File: src/rtl/um245r_bridge.sv
// Bridge between the CPU's byte-wide UART device and a UM245R USB parallel FIFO.
// Holds a TX queue drained over WR/_TXE and an RX queue filled over _RD/_RXF, one strobe at a time.
module um245r_bridge #(
  parameter int TX_DEPTH   = 4,
  parameter int RX_DEPTH   = 4,
  parameter int WR_PULSE   = 3,
  parameter int RD_PULSE   = 3,
  parameter int PRECHARGE  = 2
) (
  input  logic       clk,
  input  logic       _mr,
  input  logic       _uart_in,
  input  logic [7:0] data_in,
  input  logic       _uart_pop,
  output logic [7:0] data_out,
  output logic       _flag_do,
  output logic       _flag_di,
  input  logic       _txe,
  input  logic       _rxf,
  output logic       usb_wr,
  output logic       _usb_rd,
  output logic [7:0] usb_d_out,
  output logic       usb_d_oe,
  input  logic [7:0] usb_d_in,
  output logic       overrun
);

  localparam int TAW = $clog2(TX_DEPTH);
  localparam int RAW = $clog2(RX_DEPTH);
  localparam int TCW = TAW + 1;
  localparam int RCW = RAW + 1;
  localparam logic [TCW-1:0] TX_FULL  = TCW'(TX_DEPTH);
  localparam logic [RCW-1:0] RX_FULL  = RCW'(RX_DEPTH);
  localparam logic [3:0]     WR_LAST  = 4'(WR_PULSE - 2);
  localparam logic [3:0]     WR_DONE  = 4'(WR_PULSE - 1);
  localparam logic [3:0]     RD_LAST  = 4'(RD_PULSE - 2);
  localparam logic [3:0]     PRE_MIN  = 4'(PRECHARGE - 1);
  localparam logic [3:0]     PRE_TOUT = 4'd15;

  typedef enum logic [2:0] {
    S_IDLE, S_WR_SETUP, S_WR_HOLD, S_RD_ASSERT, S_RD_SAMPLE, S_PRE
  } state_t;

  state_t         state_q, state_d;
  logic [3:0]     cnt_q, cnt_d;
  logic           pre_rd_q, pre_rd_d;
  logic           wr_q, wr_d, rd_n_q, rd_n_d, oe_q, oe_d;
  logic [7:0]     dout_q, dout_d;
  logic [1:0]     txe_sync_q, rxf_sync_q;
  logic           txe_s, rxf_s;

  logic [7:0]     tx_mem_q [TX_DEPTH];
  logic [TAW-1:0] tx_wp_q, tx_wp_d, tx_rp_q, tx_rp_d;
  logic [TCW-1:0] tx_cnt_q, tx_cnt_d;
  logic [7:0]     rx_mem_q [RX_DEPTH];
  logic [RAW-1:0] rx_wp_q, rx_wp_d, rx_rp_q, rx_rp_d;
  logic [RCW-1:0] rx_cnt_q, rx_cnt_d;
  logic           tx_push, tx_pop, rx_push, rx_pop, rx_push_req;
  logic           flag_do_q, flag_do_d, flag_di_q, flag_di_d, overrun_q, overrun_d;
  logic           rx_ready, tx_ready;

  assign txe_s = txe_sync_q[1];
  assign rxf_s = rxf_sync_q[1];

  // Queue bookkeeping: pops act on the old head, and "full" is judged after a same-edge pop.
  always_comb begin
    tx_push   = !_uart_in && ((tx_cnt_q != TX_FULL) || tx_pop);
    tx_wp_d   = tx_push ? tx_wp_q + TAW'(1) : tx_wp_q;
    tx_rp_d   = tx_pop  ? tx_rp_q + TAW'(1) : tx_rp_q;
    tx_cnt_d  = tx_cnt_q;
    if (tx_push && !tx_pop) tx_cnt_d = tx_cnt_q + TCW'(1);
    if (!tx_push && tx_pop) tx_cnt_d = tx_cnt_q - TCW'(1);
    overrun_d = overrun_q | (!_uart_in && !tx_push);
    flag_do_d = (tx_cnt_d == TX_FULL);

    rx_pop    = !_uart_pop && (rx_cnt_q != '0);
    rx_push   = rx_push_req && ((rx_cnt_q != RX_FULL) || rx_pop);
    rx_wp_d   = rx_push ? rx_wp_q + RAW'(1) : rx_wp_q;
    rx_rp_d   = rx_pop  ? rx_rp_q + RAW'(1) : rx_rp_q;
    rx_cnt_d  = rx_cnt_q;
    if (rx_push && !rx_pop) rx_cnt_d = rx_cnt_q + RCW'(1);
    if (!rx_push && rx_pop) rx_cnt_d = rx_cnt_q - RCW'(1);
    flag_di_d = (rx_cnt_d == '0);
  end

  assign rx_ready = !rxf_s && (rx_cnt_q != RX_FULL);
  assign tx_ready = !txe_s && (tx_cnt_q != '0);

  always_comb begin
    state_d     = state_q;
    cnt_d       = cnt_q;
    pre_rd_d    = pre_rd_q;
    wr_d        = wr_q;
    rd_n_d      = rd_n_q;
    oe_d        = oe_q;
    dout_d      = dout_q;
    tx_pop      = 1'b0;
    rx_push_req = 1'b0;
    case (state_q)
      S_IDLE: begin
        if (rx_ready) begin
          state_d = S_RD_ASSERT;
          rd_n_d  = 1'b0;
          oe_d    = 1'b0;
          cnt_d   = '0;
        end else if (tx_ready) begin
          state_d = S_WR_SETUP;
          dout_d  = tx_mem_q[tx_rp_q];
          oe_d    = 1'b1;
          wr_d    = 1'b1;
          cnt_d   = '0;
        end
      end
      S_WR_SETUP: begin
        state_d = S_WR_HOLD;
        cnt_d   = '0;
      end
      S_WR_HOLD: begin
        // WR falls on the WR_LAST edge; the data stays driven for one more cycle.
        cnt_d = cnt_q + 4'd1;
        if (cnt_q == WR_LAST) begin
          wr_d   = 1'b0;
          tx_pop = 1'b1;
        end else if (cnt_q == WR_DONE) begin
          oe_d     = 1'b0;
          state_d  = S_PRE;
          cnt_d    = '0;
          pre_rd_d = 1'b0;
        end
      end
      S_RD_ASSERT: begin
        cnt_d = cnt_q + 4'd1;
        if (cnt_q == RD_LAST) state_d = S_RD_SAMPLE;
      end
      S_RD_SAMPLE: begin
        rx_push_req = 1'b1;
        rd_n_d      = 1'b1;
        state_d     = S_PRE;
        cnt_d       = '0;
        pre_rd_d    = 1'b1;
      end
      S_PRE: begin
        if (((cnt_q >= PRE_MIN) && (pre_rd_q ? rxf_s : txe_s)) || (cnt_q == PRE_TOUT)) begin
          state_d = S_IDLE;
          cnt_d   = '0;
        end else begin
          cnt_d = cnt_q + 4'd1;
        end
      end
      default: state_d = S_IDLE;
    endcase
  end

  always_ff @(posedge clk or negedge _mr) begin
    if (!_mr) begin
      state_q    <= S_IDLE;
      cnt_q      <= '0;
      pre_rd_q   <= 1'b0;
      wr_q       <= 1'b0;
      rd_n_q     <= 1'b1;
      oe_q       <= 1'b0;
      dout_q     <= '0;
      txe_sync_q <= 2'b11;
      rxf_sync_q <= 2'b11;
      tx_wp_q    <= '0;
      tx_rp_q    <= '0;
      tx_cnt_q   <= '0;
      rx_wp_q    <= '0;
      rx_rp_q    <= '0;
      rx_cnt_q   <= '0;
      flag_do_q  <= 1'b0;
      flag_di_q  <= 1'b1;
      overrun_q  <= 1'b0;
    end else begin
      state_q    <= state_d;
      cnt_q      <= cnt_d;
      pre_rd_q   <= pre_rd_d;
      wr_q       <= wr_d;
      rd_n_q     <= rd_n_d;
      oe_q       <= oe_d;
      dout_q     <= dout_d;
      txe_sync_q <= {txe_sync_q[0], _txe};
      rxf_sync_q <= {rxf_sync_q[0], _rxf};
      tx_wp_q    <= tx_wp_d;
      tx_rp_q    <= tx_rp_d;
      tx_cnt_q   <= tx_cnt_d;
      rx_wp_q    <= rx_wp_d;
      rx_rp_q    <= rx_rp_d;
      rx_cnt_q   <= rx_cnt_d;
      flag_do_q  <= flag_do_d;
      flag_di_q  <= flag_di_d;
      overrun_q  <= overrun_d;
    end
  end

  // Storage needs no reset: the occupancy counters decide what is valid.
  always_ff @(posedge clk) begin
    if (tx_push) tx_mem_q[tx_wp_q] <= data_in;
    if (rx_push) rx_mem_q[rx_wp_q] <= usb_d_in;
  end

  assign data_out  = (rx_cnt_q == '0) ? 8'h00 : rx_mem_q[rx_rp_q];
  assign _flag_do  = flag_do_q;
  assign _flag_di  = flag_di_q;
  assign overrun   = overrun_q;
  assign usb_wr    = wr_q;
  assign _usb_rd   = rd_n_q;
  assign usb_d_oe  = oe_q;
  assign usb_d_out = dout_q;

endmodule

File: config.mk
export PLATFORM = sky130hd
export DESIGN_NAME = um245r_bridge
export DESIGN_NICKNAME = d
export VERILOG_FILES = /design/src/rtl/um245r_bridge.sv
export SDC_FILE = /design/constraint.sdc
export NUM_CORES = 1
export LEC_CHECK = 0
export BUFFER_PORTS_ARGS = -buffer_cell sky130_fd_sc_hd__buf_2
export CELL_PAD_IN_SITES_DETAIL_PLACEMENT = 1
export CELL_PAD_IN_SITES_GLOBAL_PLACEMENT = 1
export CORE_MARGIN = 2
export CORE_UTILIZATION = 25
export DETAILED_ROUTE_END_ITERATION = 7
export PLACE_DENSITY = 0.48
export SLEW_MARGIN = 30
export SYNTH_ARGS = -nofsm -noshare
export SYNTH_HDL_FRONTEND = slang
export SYNTH_SLANG_ARGS = --single-unit
File: constraint.sdc
create_clock -name clk -period 3.1 [get_ports clk]
set_input_delay 0 -clock clk [delete_from_list [all_inputs] [get_ports clk]]
set_output_delay 0 -clock clk [all_outputs]
set_load 0.02 [all_outputs]
==> impl_metrics.ini, run 1 <==
[setup_path]
cp_max_fo = 9
crit_arrival_ps = 2380
critical_path.most_common_cell = and2_1
critPathSlowestCell = and2_1
path_cells = inv_1 -> ha_1 -> and2_1 -> nand3_4 -> a31oi_2 -> and2_1
start_kind = flop
critPathCaptureType = flop
required_time_of_the_critical_path_ps = 3110
worstSetupPathType = reg2reg
cp_top_family = simple AND/OR/NAND/NOR gates
critPathBufInv = 1
cp_slowest_stage_delay_ps = 440

[global_routing]
overflow = 0
antenna_found_initial = 0
grt_first_pass_wirelength_um = 15300
grt_max_degree = 41
vias_in_the_first_global_route = 2783
track_usage_pct = 10.1

[yosys]
synth_ff_type = edfxtp_1
synth_nets = 341
edff_count_synth = 64
syn-mean-instance-area_um2 = 15.2
yosysSeqAreaShare_pct = 64.0
synth-async-reset-ratio_pct = 38.5
yosysWarningCount = 0
synth.lib_cells_used.distinct = 57
yosys_register_bits = 104
number_of_standard_cells_after_synthesis = 301
synthesis.area_um2 = 4580

[routing]
detail_route.iter0.violations = 108
drt.antenna.violating_nets = 0
drt-wirelength-per-cell_um = 15.6
num_vias = 2653
drt_pass1_iterations = 5
postRouteWirelength_um = 9350
number_of_drc_violations_after_detailed_routing = 0
via_density = 4.42

[timing]
clock.fmax_mhz = 422
max-slew-margin-rel_pct = 59.2
period_needed_ps = 2370
report.final.setup_viol = 0
transition_time_of_the_tightest_slew_check_pin_ps = 613
number_of_pins_with_negative_max_slew_slack_in_the_final_report = 0
rsz0062_at_grt = false
timing.final.hold_violations = 0
period_share_pct = 76.4
clock-skew-final_ps = 9.02
hold-worst-slack_ps = 61.8
final.setup.tns_ps = 0

[cts]
clockRootBuffer = clkbuf_16
clock_transition_time_at_the_flip_flop_clock_pins_of_the_worst_setup_and_hold_paths_ps = 70
cts-resized-gates = 0
htreeDepth = 3
numCtsBuffers = 9
cts_num_sinks = 104
cts_tree = built
clk-insertion-delay-late_ps = 350
clock_tree.buffer_depth = 2

[pwr]
p_leak_uw = 0.00210
p_total_uw = 5040
ir_worst_vdd_v = 0.000314
power-per-cell-area_nw_per_um2 = 912

[place]
gp_congestion = 0.731
port_buffers = 43
dp_hpwl_um = 6500

[layout]
area_growth_pct = 20.8
finish.utilization_pct = 30.8
filler_cell_count = 1898
mostFrequentLayoutCells = edfxtp_1, buf_2, dfrtp_1
drive_above_1_share_pct = 27.8
layout.cells.most_common = edfxtp_1
total_inserted_antenna_cells = 0
design.final.nets = 406

[floorplanning]
fp.dieW_um = 139
fp.dieH_um = 139
starting_density_of_the_core_pct = 25.5
io_pins = 44
core_region_area_um2 = 18000
core.rowCount = 49
design.die.area_um2 = 19400

[min_path]
min_path_type = in2reg

[run_status]
outcome = finished clean

[flow_run]
max-cap-violations = 0
==> worst reg2reg max path, stage by stage (launching register included) <==
cell and delay (ps):
dfrtp_1 420, inv_1 100, ha_1 280, and2_1 240, nand3_4 160, a31oi_2 380
and2_1 440
==> area by class of cell <==
class	instances	area (um2)	share of cell area, %
Clock buffer	9	225	4.07
Timing Repair Buffer	65	433	7.83
Clock inverter	7	58.8	1.06
Sequential cell	104	2930	53.0
Inverter	13	48.8	0.883
Tap cell	229	287	5.18
Multi-Input combinational cell	173	1550	28.0
==> registers in the layout, summed over array words and instances, names as in the netlist, 3 cells and up <==
register	flops
cnt_q	4
state_q	3
usb_d_out	8
tx_cnt_q	3
rx_mem_q	32
tx_mem_q	32
rx_cnt_q	3
==> synth_stat cells, types with 5 or more instances <==
master     n  area share [%]
nand2_1   15             1.2
nand3_1    7            0.77
and3_1     5            0.68
o21ai_0    9            0.98
xnor2_1    7             1.3
dfrtp_1   34              19
inv_1     13             1.1
dfstp_2    6             3.4
mux2_2     8             2.0
edfxtp_1  64              42
ha_1      18             4.9
and2_1     7            0.96
buf_2      5            0.55
nor2_1     7            0.57
a21oi_1   10             1.1
mux4_2    16             7.9
nor2b_1   11             1.5
==> cells by family after synthesis <==
| group | synth area share (%) |
|---|---|
| DFF | 64.0 |
| adders and majority gates | 4.92 |
| and+or+nand+nor | 10.3 |
| muxes | 10.5 |
| buffers and inverters | 2.19 |
| xor gates and xnor gates | 1.53 |
| AOI/OAI and AO/OA | 6.48 |
==> routing by layer <==
metal  vias to the layer above  global-route usage (%)  share of wire [%]
met1                      1345                    13.3                 47
met5                         -                       0                  0
met2                        44                    16.1                 47
met3                        11                    2.86                3.5
li1                       1253                       -                  -
met4                         0                    3.56                1.8
==> per-stage QoR <==
step | area (um2) | std cells | worst slack (ps)
floorplan | 4580 | 301 | 1090
CTS | 5530 | 600 | 653
global placement | 5040 | 564 | 761
global route | 5530 | 600 | 445
finish | 5530 | 600 | 732
detailed placement | 5040 | 564 | 677
==> power breakdown <==
group	switching [uW]	internal [uW]
clock network	542	561
registers	352	1820
logic	951	814
==> final timing paths <==
kind / end / startpoint / depth (start not counted) / slack [ps]
hold reg to reg: rxf_sync_q[1]$_DFF_PN1_ / rxf_sync_q[0]$_DFF_PN1_ / 0 / 360
hold / removal: rx_rp_q[0]$_DFFE_PN0P_ / _uart_pop / 3 / 60
setup / recovery: tx_mem_q[1][7]$_DFFE_PP_ / cnt_q[1]$_DFFE_PN0P_ / 6 / 730
max in group asynchronous: usb_d_out[6]$_DFFE_PN0P_ / _mr / 2 / 2520
min in group asynchronous: state_q[0]$_DFFE_PN0P_ / _mr / 2 / 200
setup reg to reg: tx_mem_q[1][7]$_DFFE_PP_ / cnt_q[1]$_DFFE_PN0P_ / 6 / 730
==> timing repair <==
action | in CTS | in global routing
setup buffers | 0 | 0
hold endpoints to repair | 101 | 0
endpoints found under the setup margin | 0 | 0
hold buffers | 20 | 0
(Power assumes the default switching activity.)
==> run 2, diff against run 1 <==
Clock period 3.1 ns to 2.3 ns, I/O delays scaled along.
==> impl_metrics.ini, run 2 (same netlist as run 1, synthesis figures left out) <==
[cts]
htreeDepth = 3
clock_tree.buffer_depth = 2
clock_transition_time_at_the_flip_flop_clock_pins_of_the_worst_setup_and_hold_paths_ps = 80
cts_num_sinks = 104
clockRootBuffer = clkbuf_16
clk-insertion-delay-late_ps = 350
cts-resized-gates = 0
cts_tree = built
numCtsBuffers = 9

[timing]
report.final.setup_viol = 0
rsz0062_at_grt = false
timing.final.hold_violations = 0
final.setup.worst_slack_ps = 225
clock-skew-final_ps = 9.15
period_needed_ps = 2080
transition_time_of_the_tightest_slew_check_pin_ps = 534
max-slew-margin-rel_pct = 64.4
final.setup.tns_ps = 0
period_share_pct = 90.2
clock.fmax_mhz = 482
number_of_pins_with_negative_max_slew_slack_in_the_final_report = 0

[layout]
finish.utilization_pct = 31.3
drive_above_1_share_pct = 30.2
layout.area.seq_um2 = 2930
mostFrequentLayoutCells = edfxtp_1, buf_2, dfrtp_1
layout.cells.most_common = edfxtp_1
total_inserted_antenna_cells = 0
layout.cells.non_filler = 613
filler_cell_count = 1911
design.final.nets = 419
multi_input_combinational_cell_area_um2 = 1550
area_growth_pct = 22.9

[pwr]
internal-power_uw = 4400
netSwitchingFraction_pct = 36.5
ir_worst_vdd_v = 0.000403
p_leak_uw = 0.00217
power_frac_clock_pct = 21.4
power-per-cell-area_nw_per_um2 = 1230
net-switching-power_uw = 2520
power_frac_seq_pct = 41.6
power.share.combinational_pct = 37.0

[setup_path]
start_kind = flop
critPathCaptureType = flop
crit_arrival_ps = 2080
path_cells = inv_1 -> ha_1 -> and2_1 -> nand3_4 -> a31oi_2 -> and2_1
critical_path.most_common_cell = and2_1
cp_max_fo = 8
cp_top_family = simple AND/OR/NAND/NOR gates
worstSetupPathType = reg2reg
cp_slowest_stage_delay_ps = 450
critPathSlowestCell = and2_1
required_time_of_the_critical_path_ps = 2300
critPathBufInv = 1

[floorplanning]
core_region_area_um2 = 18000
fp.dieH_um = 139
fp.dieW_um = 139
design.die.area_um2 = 19400
starting_density_of_the_core_pct = 25.5
io_pins = 44
core.rowCount = 49

[routing]
number_of_drc_violations_after_detailed_routing = 0
drt_pass1_iterations = 4
via_density = 4.40
num_vias = 2700
postRouteWirelength_um = 9620
drt-wirelength-per-cell_um = 15.7
drt.antenna.violating_nets = 0
detail_route.iter0.violations = 100

[global_routing]
vias_in_the_first_global_route = 2893
track_usage_pct = 10.5
grt_max_degree = 20
antenna_found_initial = 0
grt_first_pass_wirelength_um = 15800
overflow = 0

[flow_run]
max-cap-violations = 0

[place]
detailedPlace.worstSlack_ps = 206
port_buffers = 43
dp_hpwl_um = 6830
gp_congestion = 0.690
post_placement_cell_count = 577

[min_path]
min_path_type = in2async

[run_status]
outcome = finished clean
-- run 2: layout make-up --
cell class | instances | area share, %
clock buffer | 9 | 4.00
clock inverter | 7 | 1.07
timing repair buffer | 78 | 9.39
multi-input combinational | 173 | 27.5
sequential | 104 | 52.1
tap | 229 | 5.09
inverter | 13 | 0.868
-- run 2: path summary, 6_finish.rpt --
kind | depth (start not counted) | startpoint | slack [ps] | endpoint
setup / recovery | 6 | cnt_q[1]$_DFFE_PN0P_ | 220 | tx_mem_q[0][6]$_DFFE_PP_
setup reg to reg | 6 | cnt_q[1]$_DFFE_PN0P_ | 220 | tx_mem_q[0][6]$_DFFE_PP_
min in group clk | 3 | _uart_pop | 60 | rx_rp_q[0]$_DFFE_PN0P_
hold / removal | 2 | _mr | 60 | rx_cnt_q[1]$_DFF_PN0_
hold reg to reg | 0 | txe_sync_q[0]$_DFF_PN1_ | 360 | txe_sync_q[1]$_DFF_PN1_
max in group asynchronous | 3 | _mr | 1600 | txe_sync_q[0]$_DFF_PN1_
-- run 2: what timing repair did --
item	in CTS	in global routing
hold endpoints to repair	102	0
hold buffers	20	0
buffers inserted	0	0
-- run 2: per-layer routing --
metal	vias up	GRT usage [%]	wire length, um
li1	1283	-	-
met1	1360	13.3	4490
met2	43	17.2	4610
met3	14	2.44	314
met4	0	4.94	195
met5	-	0	0
-- run 2: worst register-to-register path: cells and delay by family, from the launching register on --
family	cells	cell delay, ps
DFF	1	410
buffers and inverters	1	110
and+or+nand+nor	3	760
AOI/OAI and AO/OA	1	300
adders and majority gates	1	170
-- run 2: power by group through the flow --
stage               Sequential (uW)  Combinational, uW  Clock (uW)
global placement               2940               2540           0
finish                         2880               2560        1480
global route                   2970               2830        1610
floorplan                      2830               1840           0
CTS                            2900               2620        1550
detailed placement             2950               2570           0
-- run 2: metrics by stage --
step	total power, uW	cell area, um2	hold WS, ps
2_1_floorplan	4670	4580	-296
3_3_place_gp	5480	5140	-96.9
3_5_place_dp	5520	5140	-103
4_1_cts	7070	5620	54.9
5_1_grt	7410	5620	68.9
6_report	6920	5620	63.2
==> run 3, diff against run 2 <==
Clock period 2.3 ns to 1.95 ns, I/O delays scaled along.
==> impl_metrics.ini, run 3 (same netlist as run 1, synthesis figures left out) <==
[floorplanning]
core.rowCount = 49
starting_density_of_the_core_pct = 25.5
io_pins = 44
fp.dieW_um = 139
fp.dieH_um = 139
design.die.area_um2 = 19400
core_region_area_um2 = 18000

[timing]
clock.fmax_mhz = 556
report.final.setup_viol = 0
final.setup.worst_slack_ps = 152
final.setup.tns_ps = 0
rsz0062_at_grt = true
clock-skew-final_ps = 9.57
max-slew-margin-rel_pct = 70.1
transition_time_of_the_tightest_slew_check_pin_ps = 449
timing.final.hold_violations = 0
period_share_pct = 92.2
period_needed_ps = 1800
number_of_pins_with_negative_max_slew_slack_in_the_final_report = 0

[min_path]
min_path_type = in2async

[setup_path]
timing.reg2reg.setup_slack_ps = 150
critPathBufInv = 1
cp_max_fo = 8
critical_path.most_common_cell = and2_4
required_time_of_the_critical_path_ps = 2010
worstSetupStartpoint = cnt_q[1]$_DFFE_PN0P_
critPathSlowestCell = dfrtp_1
worst_r2r_endpoint = tx_mem_q[1][4]$_DFFE_PP_
crit_arrival_ps = 1860
path_cells = inv_1 -> ha_1 -> and2_4 -> nand3_4 -> a31oi_2 -> and2_4
rr_startpoint = cnt_q[1]$_DFFE_PN0P_
cp_slowest_stage_delay_ps = 390
critPathCaptureType = flop
cp_top_family = simple AND/OR/NAND/NOR gates
start_kind = flop
worstSetupPathType = reg2reg
r2r.worst_path.cells = 6

[pwr]
power-per-cell-area_nw_per_um2 = 1470
ir_worst_vdd_v = 0.000510
p_leak_uw = 0.00228
p_total_uw = 8590

[routing]
num_vias = 2755
drt.antenna.violating_nets = 0
postRouteWirelength_um = 9710
number_of_drc_violations_after_detailed_routing = 0
via_density = 4.37
drt-wirelength-per-cell_um = 15.4
detail_route.iter0.violations = 126
drt_pass1_iterations = 4

[cts]
clockRootBuffer = clkbuf_16
htreeDepth = 3
clock_transition_time_at_the_flip_flop_clock_pins_of_the_worst_setup_and_hold_paths_ps = 80
clock_tree.buffer_depth = 2
cts_tree = built
numCtsBuffers = 9
cts_num_sinks = 104
clk-insertion-delay-late_ps = 360

[global_routing]
grt_max_degree = 23
track_usage_pct = 10.7
overflow = 0
antenna_found_initial = 0
grt_first_pass_wirelength_um = 16000
vias_in_the_first_global_route = 3008

[layout]
multi_input_combinational_cell_area_um2 = 1590
total_inserted_antenna_cells = 0
drive_above_1_share_pct = 35.9
mostFrequentLayoutCells = edfxtp_1, buf_2, dfrtp_1
area_growth_pct = 27.5
layout.area.seq_um2 = 2930
layout.cells.non_filler = 630
filler_cell_count = 1896
design.final.nets = 436
layout.cells.most_common = edfxtp_1
finish.utilization_pct = 32.5

[place]
gp_congestion = 0.801
port_buffers = 43
dp_hpwl_um = 7230
detailedPlace.worstSlack_ps = 28.0
post_placement_cell_count = 594

[flow_run]
max-cap-violations = 0

[run_status]
outcome = finished clean
-- run 3: final cells by class --
class | count | area share [%]
multi-input cells | 173 | 27.2
repair buffers | 95 | 11.5
well taps | 229 | 4.91
inverters | 13 | 0.837
clock inverters | 7 | 1.52
clock buffers | 9 | 3.86
flip-flops and latches | 104 | 50.2
-- run 3: routing by layer --
layer / wire (um) / part of all wire [%] / global-route usage [%] / up-vias
met3: 284 / 2.9 / 2.24 / 12
met4: 190 / 2.0 / 4.78 / 0
met1: 4410 / 45 / 13.5 / 1390
met2: 4820 / 50 / 17.6 / 38
met5: 0 / 0 / 0 / -
li1: - / - / - / 1315
-- run 3: power by group --
group	total, uW	internal, uW	switching (uW)
Clock	1880	934	944
Combinational	3440	1630	1810
Sequential	3280	2900	377
-- run 3: worst max path at each step --
| stage | cells after the start | to |
|---|---|---|
| after floorplan | 6 | tx_mem_q[0][0]$_DFFE_PP_ |
| after global placement | 8 | _flag_do$_DFF_PN0_ |
| after detailed placement | 8 | _flag_do$_DFF_PN0_ |
| after CTS | 8 | _flag_do$_DFF_PN0_ |
| after global routing | 8 | cnt_q[2]$_DFFE_PN0P_ |
| final | 6 | tx_mem_q[1][4]$_DFFE_PP_ |
-- run 3: stage by stage --
step                hold slack, ps  area (um2)
floorplan                     -296        4580
global placement             -72.3        5280
detailed placement           -74.8        5280
CTS                           95.6        5800
global route                   125        5830
finish                        86.5        5830
-- run 3: timing repair --
item | CTS | global route
resized for setup | 1 | 11
hold endpoints to repair | 102 | 0
hold buffers | 20 | 0
buffers inserted | 0 | 0
setup endpoints to repair | 1 | 38
pin swaps | 0 | 1
cloned | 0 | 0
